[src/rtl/jt053260_pkg.sv]
// Shared types and constants for the K053260 sample-ROM scheduler and the channel engines.
package jt053260_pkg;

   localparam int JT053260_NCH = 4;
   localparam int JT053260_AW  = 21;

   typedef enum logic [1:0] {
      IDLE  = 2'd0,
      ISSUE = 2'd1,
      WAIT  = 2'd2,
      DONE  = 2'd3
   } state_t;

endpackage

[src/rtl/jt053260_rr_pick.sv]
// Combinational round-robin picker: first set request after i_ptr, wrapping modulo NCH.
module jt053260_rr_pick #(
   parameter int NCH = 4,
   parameter int PW  = 2
)(
   input  logic [NCH-1:0] i_req,
   input  logic [PW-1:0]  i_ptr,
   output logic           o_any,
   output logic [PW-1:0]  o_gnt
);

   logic [PW-1:0] w_idx;

   // Scan from farthest to nearest so the nearest requester after i_ptr is the last write
   always_comb begin
      o_any = |i_req;
      o_gnt = {PW{1'b0}};
      w_idx = {PW{1'b0}};
      for (int i = NCH; i >= 1; i--) begin
         w_idx = PW'((int'(i_ptr) + i) % NCH);
         if (i_req[w_idx]) begin
            o_gnt = w_idx;
         end
      end
   end

endmodule

[src/rtl/jt053260_rom_sched.sv]
// Round-robin scheduler of the single K053260 sample-ROM port among its channels.
// Optional per-channel last-byte cache enabled by macro JT053260_ROMCACHE_EN.
module jt053260_rom_sched
   import jt053260_pkg::*;
#(
   parameter int NCH  = JT053260_NCH,
   parameter int AW   = JT053260_AW,
   parameter int TOUT = 255
)(
   input  logic              clk,
   input  logic              rst,
   input  logic [NCH-1:0]    req,
   input  logic [NCH*AW-1:0] ch_addr,
   output logic [NCH-1:0]    ack,
   output logic [7:0]        dout,
   output logic [AW-1:0]     rom_addr,
   output logic              rom_cs,
   input  logic              rom_ok,
   input  logic [7:0]        rom_data,
   output logic              busy,
   output logic              tout_err
);

   localparam int PW = (NCH > 1) ? $clog2(NCH) : 1;
   localparam int CW = (TOUT > 1) ? $clog2(TOUT) : 1;

   state_t        r_state;
   state_t        w_next;
   logic [PW-1:0] r_ptr;
   logic [PW-1:0] r_gnt;
   logic [PW-1:0] w_gnt;
   logic          w_any;
   logic          w_grant;
   logic          w_hit;
   logic          w_rd;
   logic          w_tout;
   logic [AW-1:0] w_sel_addr;
   logic [7:0]    w_hit_data;
   logic [AW-1:0] r_addr;
   logic          r_cs;
   logic          r_terr;
   logic [7:0]    r_dout;
   logic [CW-1:0] r_cnt;

   jt053260_rr_pick #(.NCH(NCH), .PW(PW)) u_pick (
      .i_req (req),
      .i_ptr (r_ptr),
      .o_any (w_any),
      .o_gnt (w_gnt)
   );

   assign w_sel_addr = ch_addr[int'(w_gnt)*AW +: AW];

`ifdef JT053260_ROMCACHE_EN
   logic [NCH-1:0] r_cv;
   logic [AW-1:0]  r_caddr [NCH];
   logic [7:0]     r_cdata [NCH];

   assign w_hit      = r_cv[w_gnt] && (r_caddr[w_gnt] == w_sel_addr);
   assign w_hit_data = r_cdata[w_gnt];

   // Cache entry per channel: filled by a real fetch, dropped on timeout
   always_ff @(posedge clk) begin
      if (rst) begin
         r_cv <= {NCH{1'b0}};
      end else if (w_rd) begin
         r_cv[r_gnt]    <= 1'b1;
         r_caddr[r_gnt] <= r_addr;
         r_cdata[r_gnt] <= rom_data;
      end else if (w_tout) begin
         r_cv[r_gnt] <= 1'b0;
      end
   end
`else
   assign w_hit      = 1'b0;
   assign w_hit_data = 8'h00;
`endif

   // State register
   always_ff @(posedge clk) begin
      if (rst) begin
         r_state <= IDLE;
      end else begin
         r_state <= w_next;
      end
   end

   // Next state; ISSUE always lasts one cycle because rom_ok may still refer to the old address
   always_comb begin
      w_next  = r_state;
      w_grant = 1'b0;
      w_rd    = 1'b0;
      w_tout  = 1'b0;
      case (r_state)
         IDLE: begin
            if (w_any) begin
               w_grant = 1'b1;
               w_next  = w_hit ? DONE : ISSUE;
            end else begin
               w_next = IDLE;
            end
         end
         ISSUE: w_next = WAIT;
         WAIT: begin
            if (rom_ok) begin
               w_rd   = 1'b1;
               w_next = DONE;
            end else if ((TOUT > 0) && (r_cnt == CW'(TOUT - 1))) begin
               w_tout = 1'b1;
               w_next = DONE;
            end else begin
               w_next = WAIT;
            end
         end
         DONE:    w_next = IDLE;
         default: w_next = IDLE;
      endcase
   end

   // Datapath: grant latch, ROM bus, returned byte, timeout counter and sticky error
   always_ff @(posedge clk) begin
      if (rst) begin
         r_ptr  <= PW'(NCH - 1);
         r_gnt  <= {PW{1'b0}};
         r_addr <= {AW{1'b0}};
         r_cs   <= 1'b0;
         r_dout <= 8'h00;
         r_terr <= 1'b0;
         r_cnt  <= {CW{1'b0}};
      end else begin
         if (w_grant) begin
            r_gnt <= w_gnt;
            r_ptr <= w_gnt;
            if (w_hit) begin
               r_dout <= w_hit_data;
            end else begin
               r_addr <= w_sel_addr;
               r_cs   <= 1'b1;
            end
         end
         if (r_state == ISSUE) begin
            r_cnt <= {CW{1'b0}};
         end else if (r_state == WAIT) begin
            r_cnt <= r_cnt + CW'(1);
         end
         if (w_rd) begin
            r_dout <= rom_data;
            r_cs   <= 1'b0;
         end
         if (w_tout) begin
            r_dout <= 8'h00;
            r_cs   <= 1'b0;
            r_terr <= 1'b1;
         end
      end
   end

   // The ack is qualified by the live request so an abandoned fetch is dropped silently
   assign ack      = ((r_state == DONE) && req[r_gnt]) ? (NCH'(1) << r_gnt) : {NCH{1'b0}};
   assign dout     = r_dout;
   assign rom_addr = r_addr;
   assign rom_cs   = r_cs;
   assign busy     = (r_state != IDLE);
   assign tout_err = r_terr;

endmodule

[config.mk]
export PLATFORM = sky130hd
export DESIGN_NAME = jt053260_rom_sched
export DESIGN_NICKNAME = d
export VERILOG_FILES = /design/src/rtl/jt053260_pkg.sv /design/src/rtl/jt053260_rr_pick.sv /design/src/rtl/jt053260_rom_sched.sv
export SDC_FILE = /design/constraint.sdc
export NUM_CORES = 1
export LEC_CHECK = 0
export ABC_CLOCK_PERIOD_IN_PS = 4400
export CAP_MARGIN = 20
export CORE_ASPECT_RATIO = 2
export CORE_UTILIZATION = 36
export DETAILED_ROUTE_END_ITERATION = 10
export PLACE_DENSITY = 0.84
export SLEW_MARGIN = 30
export SYNTH_ARGS = -nofsm -noshare
export SYNTH_HDL_FRONTEND = slang
export SYNTH_SLANG_ARGS = --single-unit
export TNS_END_PERCENT = 20
[constraint.sdc]
create_clock -name clk -period 4.4 [get_ports clk]
set_input_delay 0.44 -clock clk [delete_from_list [all_inputs] [get_ports clk]]
set_output_delay 0.44 -clock clk [all_outputs]
set_load 0.02 [all_outputs]
Word-level counts from Yosys, hierarchy flattened
Cells that the tools add are included.
{"block": "op_classes", "addsub": 5, "multipliers": 1, "n_lt_le_gt_ge": 5, "eq_ne": 4, "n_shift": 2, "n_mux": 26, "n_reduce_logical": 7}
{"operator": "84-bit by 8-bit variable part select with 21-bit output", "n": 1}
{"operator": "2-bit by 3-bit less-than comparator with 1-bit output (second input constant)", "n": 5}
{"operator": "1-bit 2-to-1 mux", "n": 15}
{"operator": "1-bit binary-select mux with 2-bit select", "n": 5}
{"operator": "8-bit by 1-bit adder with 8-bit output (second input constant)", "n": 1}
{"operator": "8-bit equality test (second input constant)", "n": 1}
{"operator": "2-bit 2-to-1 mux", "n": 4}
{"operator": "2-bit case mux with 4 select lines", "n": 1}
{"operator": "2-bit by 5-bit multiplier with 7-bit output (second input constant)", "n": 1}
{"operator": "2-bit by 1-bit adder with 2-bit output (second input constant)", "n": 2}
{"operator": "2-bit adder (second input constant)", "n": 2}
{"operator": "2-bit equality test (second input constant)", "n": 2}
{"operator": "4-bit 2-to-1 mux", "n": 1}
{"operator": "2-bit OR reduction", "n": 2}
{"operator": "4-bit OR reduction", "n": 1}
{"operator": "1-bit by 2-bit << shifter with 4-bit output (first input constant)", "n": 1}
{"operator": "3-bit OR reduction", "n": 1}
{"operator": "2-bit by 1-bit equality test with 1-bit output (second input constant)", "n": 1}
{"operator": "2-bit zero test", "n": 1}
{"operator": "2-bit nonzero test", "n": 1}
{"operator": "1-bit logical AND", "n": 1}
{"block": "word_totals", "ff_bits": 45, "inputBits": 99, "output_inout_bits": 36, "wordCells": 58}

Longest topological paths before layout
{"block": "depth", "ltp_word": 9, "depth_mapped": 8, "ltp_nobuf": 6}

Cells and area by module
From an unflattened synthesis, not the netlist that was laid out.
{"block": "hier_totals", "hier_cells": 253, "hier_area_um2": 2417.3}
{"mod": "jt053260_rom_sched", "n_inst": 1, "cells_per_inst": 239, "area_each_um2": 2326.0, "seq_area_each_um2": 900.9}
{"mod": "jt053260_rr_pick", "n_inst": 1, "cells_per_inst": 14, "area_each_um2": 91.3, "seq_area_each_um2": 0.0}

Worst setup path before layout
No wires, ideal clock.
{"block": "synth_timing", "kind": "register to output", "from": "reg r_state[0]", "to": "out ack[0]", "arrival_time_ps": 1175, "t_required_ps": 3960, "slack_ps": 2785, "stages_incl_launch_ff": 3, "path_buffers": 0, "path_cell_list": "dfxtp_1 -> ha_1 -> nor4bb_1"}
{"block": "synth_via", "elab_chain_cells": 3}
{"element": "start, declared", "line_no": "jt053260_rom_sched.sv:27", "rtl": "state_t r_state;"}
{"element": "start signal, assigned", "line_no": "jt053260_rom_sched.sv:84", "rtl": "r_state <= w_next;"}
{"element": "2-bit equality test", "line_no": "jt053260_rom_sched.sv:159", "rtl": "assign ack = ((r_state == DONE) && req[r_gnt]) ? (NCH'(1) << r_gnt) : {NCH{1'b0}};"}
{"element": "1-bit logical AND", "line_no": "jt053260_rom_sched.sv:159"}
{"element": "4-bit 2-to-1 mux", "line_no": "jt053260_rom_sched.sv:159"}
{"element": "end, declared", "line_no": "jt053260_rom_sched.sv:14", "rtl": "output logic [NCH-1:0] ack,"}
No other way between the ends.

Final worst setup path
{"block": "layout_timing", "from": "in req[0]", "to": "out ack[0]"}
{"block": "layout_via", "elab_chain_cells": 4}
{"element": "start, declared", "line_no": "jt053260_rom_sched.sv:12", "rtl": "input logic [NCH-1:0] req,"}
{"element": "1-bit binary-select mux with 2-bit select", "line_no": "jt053260_rom_sched.sv:159"}
{"element": "1-bit 2-to-1 mux (not written as such)", "line_no": "jt053260_rom_sched.sv:159"}
{"element": "1-bit logical AND", "line_no": "jt053260_rom_sched.sv:159"}
{"element": "4-bit 2-to-1 mux", "line_no": "jt053260_rom_sched.sv:159"}
No other way between the ends. The select of a mux whose other input is x is not followed.

==> impl_metrics.csv <==
group,metric,value,unit
run_status,status,"finished clean",
critical_path,slowest_stage,"clkdlybuf4s50_1",
die,die_y,118.8,um
synthesis,synth.distinct_cells,38,
timing,rsz0062_at_grt,"no",
clock_tree,cts-htree-levels,2,
routing,initialDrtViolationCount,91,
timing,max_slew_margin,0.6456,
clock_tree,cts_root_buffer,"clkbuf_16",
timing,worst_hold_slack,0.4535,ns
placement,place_ws,1.933,ns
synthesis,ys_ff_latch,45,
critical_path,ff2ff_setup_slack,2.50,ns
clock_tree,clkTransAtPathRegs,0.06,ns
critical_path,required,3.96,ns
critical_path,r2r_end,"r_state[0]",
timing,finalCritPeriodShare,0.5610,
critical_path,r2r-start,"r_state[0]",
critical_path,crit_top_cell,"clkdlybuf4s50_1",
grt,grt_pass1_wl,11020,um
critical_path,critPathCaptureType,"primary output",
critical_path,cp_num_buf_inv,2,
routing,wl_per_cell,15.77,um
clock_tree,cts_buffers,5,
finish,n_antenna_cell,0,
synthesis,synth_top_area_cell,"dfxtp_1",
die,pin_count,135,
timing,setup-violations-final,0,
min_path,hold_path.class,"reg -> reg",
timing,drv_slew,0,
critical_path,critical_path_arrival,2.03,ns
timing,skew,0.004314,ns
power_and_ir_drop,total_leakage_power,1.499,nW
timing,fin_crit,2.468,ns
timing,tightest_slew,0.5316,ns
timing,final-hold-violation-count,0,
synthesis,synth_nets,358,
min_path,worstHoldStart,"dout[6]",
synthesis,ys.flop_type,"dfxtp_1",
synthesis,avgSynthCellArea,9.737,um^2
grt,grt_max_degree,23,
critical_path,worstPathMaxFanout,7,
die,fp-row-count,42,
critical_path,path_class,"in -> out",
die,die_area,0.007170,mm^2
critical_path,cp_top_family,"buffers and inverters",
die,core_area,0.006621,mm^2
finish,areaGrowthSynthToFinish,63.54,%
clock_tree,cts_setup_buffers,0,
routing,num_vias,2432,
synthesis,ys_top_cells_by_count,"45 x dfxtp_1, 43 x mux2i_1, 36 x nand2_1, 20 x o221ai_2, 16 x nor2_1",
routing,vias_per_cell,5.197,
synthesis,synth_area_leaders,"dfxtp_1 37%, mux2i_1 18%, o221ai_2 12%",
placement,hpwl,5900,um
min_path,hold_end,"dout[6]",
routing,ant_nets,0,
run,max_cap_viol_count,0,
placement,port_buffers,134,
min_path,hold_depth,2,
grt,grt_antenna_before_repair,0,
clock_tree,clock_latency,0.29,ns
grt,grt_pass1_vias,2371,
critical_path,cp-start-kind,"primary input",
power_and_ir_drop,finalPower,0.001676,W
die,die_x,60.38,um
clock_tree,clk_path_buf_depth,2,
critical_path,crit_chain,"clkdlybuf4s50_1 -> nor4bb_1 -> clkdlybuf4s50_1",
timing,final.setup.tns,0,ns
placement,gp_congestion,0.8215,
die,initial_core_util,0.3706,
timing,fmax,0.4051,GHz
timing,worst_slack,1.932,ns
finish,nFillCells,557,
clock_tree,clock_sinks,45,
synthesis,synth_warnings,0,
finish,drive_above_1_share,0.09474,
synthesis,yosysMostFrequentCell,"dfxtp_1",
synthesis,syn_inst,252,
power_and_ir_drop,ir_drop,0.0002623,V
critical_path,rr_worst_depth,6,
synthesis,async_flop_share,0,
synthesis,synth_edf_count,0,
clock_tree,cts_tree,"yes",
critical_path,max_stage_delay,0.65,ns
synthesis,seq_area_frac_synth,0.3672,
routing,drt_pass1_iterations,3,
routing,drc,0,
clock_tree,cts_hold_buffers,0,
synthesis,yosysTopAreaCellShare,0.3672,
grt,track_usage,0.2038,
finish,nets,485,
clock_tree,ctsResizeCount,0,
routing,drt-total-wl,7379,um
synthesis,syn-cell-area,0.002454,mm^2
power_and_ir_drop,powerDensity,417.6,mW/mm^2
grt,overflow,0,
## through the flow
| step | std cells | utilization | instance area [um^2] |
|---|---|---|---|
| 3_3_place_gp | 460 | 0.5807 | 3845 |
| 3_5_place_dp | 460 | 0.5807 | 3845 |
| 2_1_floorplan | 252 | - | 2454 |
| 6_report | 468 | 0.6060 | 4013 |
| 5_1_grt | 468 | 0.6060 | 4013 |
| 4_1_cts | 468 | 0.6060 | 4013 |
## worst max-delay path by stage
stage              to  cells past startpoint  startpoint
6_report       ack[0]                      3      req[0]
5_1_grt        ack[0]                      3      req[0]
4_1_cts        ack[0]                      3      req[0]
3_5_place_dp   ack[0]                      3      req[0]
3_3_place_gp   ack[0]                      3      req[0]
2_1_floorplan  ack[0]                      2  r_state[0]
## per-layer routing
metal	global-route usage	up-vias	wire, um
met2	0.3743	113	3831
met1	0.1967	1128	2589
met3	0.05689	15	778
met5	0	-	0
met4	0.08866	0	180
li1	-	1176	-
## worst min-delay path, stage by stage, from the launching register on
cell and delay (ns):
dfxtp_1 0.31, nand2_1 0.05, a21oi_1 0.05
## flip-flops by register name (all words and copies together) (netlist names)
register / flops
rom_addr: 21
r_state: 2
r_gnt: 2
r_ptr: 2
r_cnt: 8
tout_err: 1
rom_cs: 1
dout: 8
## final cells by class
cell class	count	area [um^2]	area share
Clock buffer	6	128.9	0.03212
Clock inverter	2	38.79	0.009666
Inverter	5	18.77	0.004677
Multi-Input combinational cell	184	1444	0.3598
Sequential cell	45	900.9	0.2245
Tap cell	88	110.1	0.02744
Timing Repair Buffer	138	1371	0.3418
## power by group
| part | total [W] | leakage [nW] | switching [W] | internal, W |
|---|---|---|---|---|
| Sequential | 0.000540 | 0.369 | 0.0000506 | 0.000489 |
| Combinational | 0.000716 | 1.05 | 0.000359 | 0.000357 |
| Clock | 0.000420 | 0.0810 | 0.000151 | 0.000269 |
## cell families after synthesis
logic type / share of synthesized area
DFF: 0.3672
adders and majority gates: 0.03569
muxes: 0.1754
xor gates and xnor gates: 0.01785
buffers and inverters: 0.05201
AOI/OAI and AO/OA: 0.1938
and+or+nand+nor: 0.1581
## cells in the final DEF (no fill, tap or decap), types with 2 or more instances in the layout
cell type	n
nand2_1	36
o21ai_1	3
and4b_1	2
or2_1	2
nor2_1	16
clkdlybuf4s50_1	134
ha_1	7
o221ai_2	20
buf_4	4
mux2i_1	43
nand3_1	8
nor3_1	4
nand4_1	4
or3_1	2
dfxtp_1	45
xor2_1	4
inv_1	5
a21oi_1	13
clkbuf_16	5
nand2b_1	2
No activity file was read; power rests on OpenSTA's default activity.
==> patch 1 (same flow settings) <==
Re-encode `state_t` (4 states) as one-hot, 4 bits wide.
--- a/src/rtl/jt053260_pkg.sv
+++ b/src/rtl/jt053260_pkg.sv
@@ -4,11 +4,11 @@
    localparam int JT053260_NCH = 4;
    localparam int JT053260_AW  = 21;
 
-   typedef enum logic [1:0] {
-      IDLE  = 2'd0,
-      ISSUE = 2'd1,
-      WAIT  = 2'd2,
-      DONE  = 2'd3
+   typedef enum logic [3:0] {
+      IDLE  = 4'b0001,
+      ISSUE = 4'b0010,
+      WAIT  = 4'b0100,
+      DONE  = 4'b1000
    } state_t;
 
 endpackage
Check against the original RTL: no difference found for any inputs over 10 cycles, from zero or initial values and one cycle with rst high; not proved beyond that.
==> patch 1 against the original RTL <==
  * Combinational power fell by 29%
  * Via count rose by 7.6%
  * Largest cell class unchanged
  * Setup slack got worse by 250 ps
  * Power fell by 9.3%
  * Wire length rose by 7.1%
  * Global-route usage rose by 1.8 points
  * Synthesized area fell by 0.10%
  * Cell area rose by 0.12%
  * Sequential cell count rose by 2
  * Critical path depth rose by 4
  * Synthesized cell count rose by 7.5%
  * First-iteration DRC count rose by 53%
==> patch 1: results (changes against the original RTL) <==
Detailed routing
  • Top routing layer in use: met4 (unchanged)
  • Wl on met1: 2720 um (was 2590 um)
  • DRT Wirelength: 7900 um (was 7380 um)
  • DR iter-0 viols: 139 (was 91)
  • Met3 WL: 647 um (was 778 um)
  • Metal2 WL: 4320 um (was 3830 um)
  • DR pass1 iterations: 4 (was 3)
  • Vias/cell: 5.37 (was 5.20)
  • Antenna viol nets, final: 0 (unchanged)
  • Routed wire per std cell: 16.2 um (was 15.8 um)

Finish
  • Nets@finish: 499 (was 485)
  • # fillers: 571 (was 557)
  • Fraction of layout cells with a size suffix above 1: 5.51% (was 9.47%)

Global routing
  • First-pass GRT wire length: 12100 um (was 11000 um)
  • Largest net degree at the start of global routing: 28 (was 23)
  • GR Layer Usage met1: 21.8% (was 19.7%)
  • Vias in the first global route: 2569 (was 2371)
  • Met3 usage: 5.80% (was 5.69%)
  • Tot GR Track Use: 22.2% (was 20.4%)
  • Met2 Use GR: 40.5% (was 37.4%)

Hold path
  • HP Start: tout_err (was dout[6])
  • Min-Delay Endpoint: tout_err (was dout[6])
  • Class of the worst hold path: reg -> reg (unchanged)

Worst setup path
  • Crit path largest cell delay: 670 ps (was 650 ps)
  • R2R setup slack: 1910 ps (was 2500 ps)
  • Cells on worst reg2reg path: 5 (was 6)
  • CP max-delay cell: nand3_2 (was clkdlybuf4s50_1)
  • Crit-path max FO: 27 (was 7)
  • R2r endpoint: rom_addr[3] (was r_state[0])
  • RR Startpoint: r_state[0] (unchanged)

Synth
  • Post-Syn Nets: 372 (was 358)
  • Compound-cell area share of the yosys netlist: 15.2% (was 19.4%)
  • Count of different cell masters after synthesis: 49 (was 38)
  • Mapped Cells: 271 (was 252)
  • Synth top cells by count: dfxtp_1, nand2_1, mux2i_1 (was dfxtp_1, mux2i_1, nand2_1)
  • Top cells by area, synth: dfxtp_1, mux2i_1, o221ai_1 (was dfxtp_1, mux2i_1, o221ai_2)
  • Post-synthesis sequential area ratio: 38.4% (was 36.7%)
  • Asr flop ratio synth: 0% (unchanged)
  • Xor/xnor cell area share of the yosys netlist: 1.79% (was 1.78%)
  • Proportion of synthesized area in mux cells: 17.6% (was 17.5%)
  • Adder-cell share of the synthesized area: 1.02% (was 3.57%)

Placement
  • Pre-CTS setup slack: 1400 ps (was 1930 ps)
  • Placed inst area: 3830 sq um (was 3840 sq um)
  • Placer Congestion: 0.906 (was 0.822)
  • Placed insts: 479 (was 460)
  • Hpwl dp: 6020 um (was 5900 um)

Timing
  • Worst-margin pin slew: 883 ps (was 532 ps)
  • Worst Skew: 5.56 ps (was 4.31 ps)
  • Tightest hold margin: 453 ps (about the same)

Clock tree
  • CTS root buffer: clkbuf_16 (unchanged)
  • CTS H-tree lvls: 2 (unchanged)
  • Clock latency on the worst-skew pair: 290 ps (about the same)
  • Worst-path clk slew: roughly 70 ps

Status
  • Outcome: finished, final reports clean (unchanged)

Power and ir drop
  • Leak: 1.58 nW (was 1.50 nW)
  • Max VDD drop: 0.234 mV (was 0.262 mV)
patch 1: cell types whose count changed after synthesis, moves of 4 or more:
| cell | unedited run | this run |
|---|---|---|
| o21ai_1 | 4 | 0 |
| nand3_1 | 8 | 12 |
| buf_2 | 3 | 7 |
| buf_4 | 4 | 0 |
| o21ai_0 | 0 | 5 |
| ha_1 | 7 | 2 |
| o221ai_1 | 1 | 20 |
| o221ai_2 | 20 | 0 |
| nand2_1 | 36 | 44 |
patch 1: how the worst max path moves through the flow:
stage               startpoint            to  slack, ps
floorplan           r_state[0]        ack[0]       2550
global placement        req[1]  rom_addr[18]       1470
detailed placement      req[1]   rom_addr[1]       1400
CTS                     req[1]   rom_addr[1]       1700
global route            req[1]  rom_addr[18]       1480
finish                  req[1]   rom_addr[1]       1680
patch 1: cell families (layout without fill, tap and decap cells):
group                    after synthesis  in the layout
XOR/XNOR                               5              5
AO/OA/AOI/OAI                         51             51
multiplexers                          43             43
AND/OR/NAND/NOR                      102            102
flip-flops                            47             47
adder cells (fa/ha/maj)                2              2
buffers and inverters                 21            149
patch 1: power by group:
group | internal (W) | leakage (nW) | total, W | switching [W]
clock | 0.000326 | 0.0911 | 0.000487 | 0.000162
combinational | 0.000272 | 1.11 | 0.000510 | 0.000238
sequential | 0.000482 | 0.384 | 0.000523 | 0.0000410
total | 0.00108 | 1.58 | 0.00152 | 0.000440
patch 1: final cells by class:
cell class,count,area [sq um],share of cell area [%]
repair buffers,136,1360,33.8
clock buffers,6,129,3.21
inverters,5,18.8,0.467
flip-flops and latches,47,941,23.4
clock inverters,2,60.1,1.49
well taps,88,110,2.74
multi-input cells,203,1400,34.9
patch 1: critical path, delay by kind of cell:
kind	cells	cell delay [ps]
buf+inv	2	1010
simple gates	2	870
compound gates	2	330
mux	1	190
==> patch 2 (same settings) <==
Without the edit above. Change the package constant `JT053260_NCH` from 4 to 2.
--- a/src/rtl/jt053260_pkg.sv
+++ b/src/rtl/jt053260_pkg.sv
@@ -1,7 +1,7 @@
 // Shared types and constants for the K053260 sample-ROM scheduler and the channel engines.
 package jt053260_pkg;
 
-   localparam int JT053260_NCH = 4;
+   localparam int JT053260_NCH = 2;
    localparam int JT053260_AW  = 21;
 
    typedef enum logic [1:0] {
Ports: changed (resized ack, ch_addr and req); port bits go from 135 to 89. The function was not compared with the original's and may differ.
==> patch 2 against the original RTL <==
  * Setup slack improved by 250 ps
  * Wire length is 37% lower
  * Utilization is 2.1 points lower
  * Clock power fell by 23%
  * Hold slack gained 4.7 ps
  * Synthesized area shrank 25%
  * Via count fell by 29%
  * Cell area decreased by 28%
  * Sequential cell count shrank 2
  * Power is 5.3% lower
  * Critical path type unchanged
==> patch 2: results (changes against the original RTL) <==
Synth
  • Mapped Cells: 203 (was 252)
  • Post-synthesis sequential area ratio: 46.5% (was 36.7%)
  • Top cells by area, synth: dfxtp_1, mux2i_1, a21oi_1 (was dfxtp_1, mux2i_1, o221ai_2)
  • Synth top cells by count: dfxtp_1, a21oi_1, o21ai_0 (was dfxtp_1, mux2i_1, nand2_1)
  • Post-Syn Nets: 264 (was 358)
  • Count of different cell masters after synthesis: 29 (was 38)

Hold path
  • HP Start: dout[7] (was dout[6])
  • Min-Delay Endpoint: dout[7] (was dout[6])

Worst setup path
  • Cells on worst reg2reg path: 5 (was 6)
  • R2r endpoint: dout[1] (was r_state[0])
  • R2R setup slack: 2460 ps (was 2500 ps)
  • Crit path largest cell delay: 630 ps (was 650 ps)
  • Crit-path max FO: 5 (was 7)

Detailed routing
  • DR pass1 iterations: 4 (was 3)
  • DR iter-0 viols: 17 (was 91)
  • Routed wire per std cell: 13.4 um (was 15.8 um)
  • Vias post-DR: 1737 (was 2432)
  • DRT Wirelength: 4630 um (was 7380 um)

Global routing
  • Vias in the first global route: 1607 (was 2371)
  • First-pass GRT wire length: 7110 um (was 11000 um)
  • Largest net degree at the start of global routing: 44 (was 23)

Placement
  • Placed insts: 337 (was 460)
  • Hpwl dp: 3550 um (was 5900 um)
  • Port Buf Inserts: 88 (was 134)
  • Placer Congestion: 0.751 (was 0.822)
  • Placed inst area: 2750 sq um (was 3840 sq um)

Status
  • Outcome: finished, final reports clean (unchanged)

Timing
  • Final worst slack: 2180 ps (was 1930 ps)
  • Tightest hold margin: 458 ps (was 453 ps)
  • Worst-margin pin slew: 700 ps (was 532 ps)
  • Worst Skew: 9.93 ps (was 4.31 ps)

Finish
  • Fraction of layout cells with a size suffix above 1: 4.86% (was 9.47%)
  • Nets@finish: 348 (was 485)
  • # fillers: 438 (was 557)

Power and ir drop
  • Leak: 1.07 nW (was 1.50 nW)
  • Max VDD drop: 0.397 mV (was 0.262 mV)
  • P_sw: 0.000580 W (was 0.000560 W)
  • Clock power frac: 20.5% (was 25.1%)
  • Sequential Power Share: 35.8% (was 32.2%)

Clock tree
  • CTS root buffer: clkbuf_8 (was clkbuf_16)
  • Worst-path clk slew: 80 ps (was 60 ps)
-- patch 2: kinds of logic (layout without fill, tap and decap cells) --
group | count (synthesis) | count (layout) | share of synthesized area (%)
simple gates | 44 | 44 | 11.4
xor+xnor | 4 | 4 | 1.89
compound gates | 68 | 68 | 20.4
mux | 21 | 21 | 11.4
fa+ha+maj | 6 | 6 | 4.05
flops | 43 | 43 | 46.5
buf+inv | 17 | 102 | 4.39
-- patch 2: final cells by class --
cell class                      instances  area [sq um]  share of cell area [%]
Multi-Input combinational cell        143           911                    31.7
Timing Repair Buffer                   89           888                    30.9
Sequential cell                        43           861                    30.0
Clock buffer                            6          82.6                    2.88
Tap cell                               57          71.3                    2.48
Clock inverter                          2          38.8                    1.35
Inverter                                5          18.8                   0.654
-- patch 2: per-layer routing --
metal  part of all wire [%]  GRT usage, %  vias up
li1                       -             -      887
met1                     37          16.7      774
met2                     53          33.3       68
met3                    8.1          5.12        8
met4                    2.1          8.50        0
met5                      0             0        -
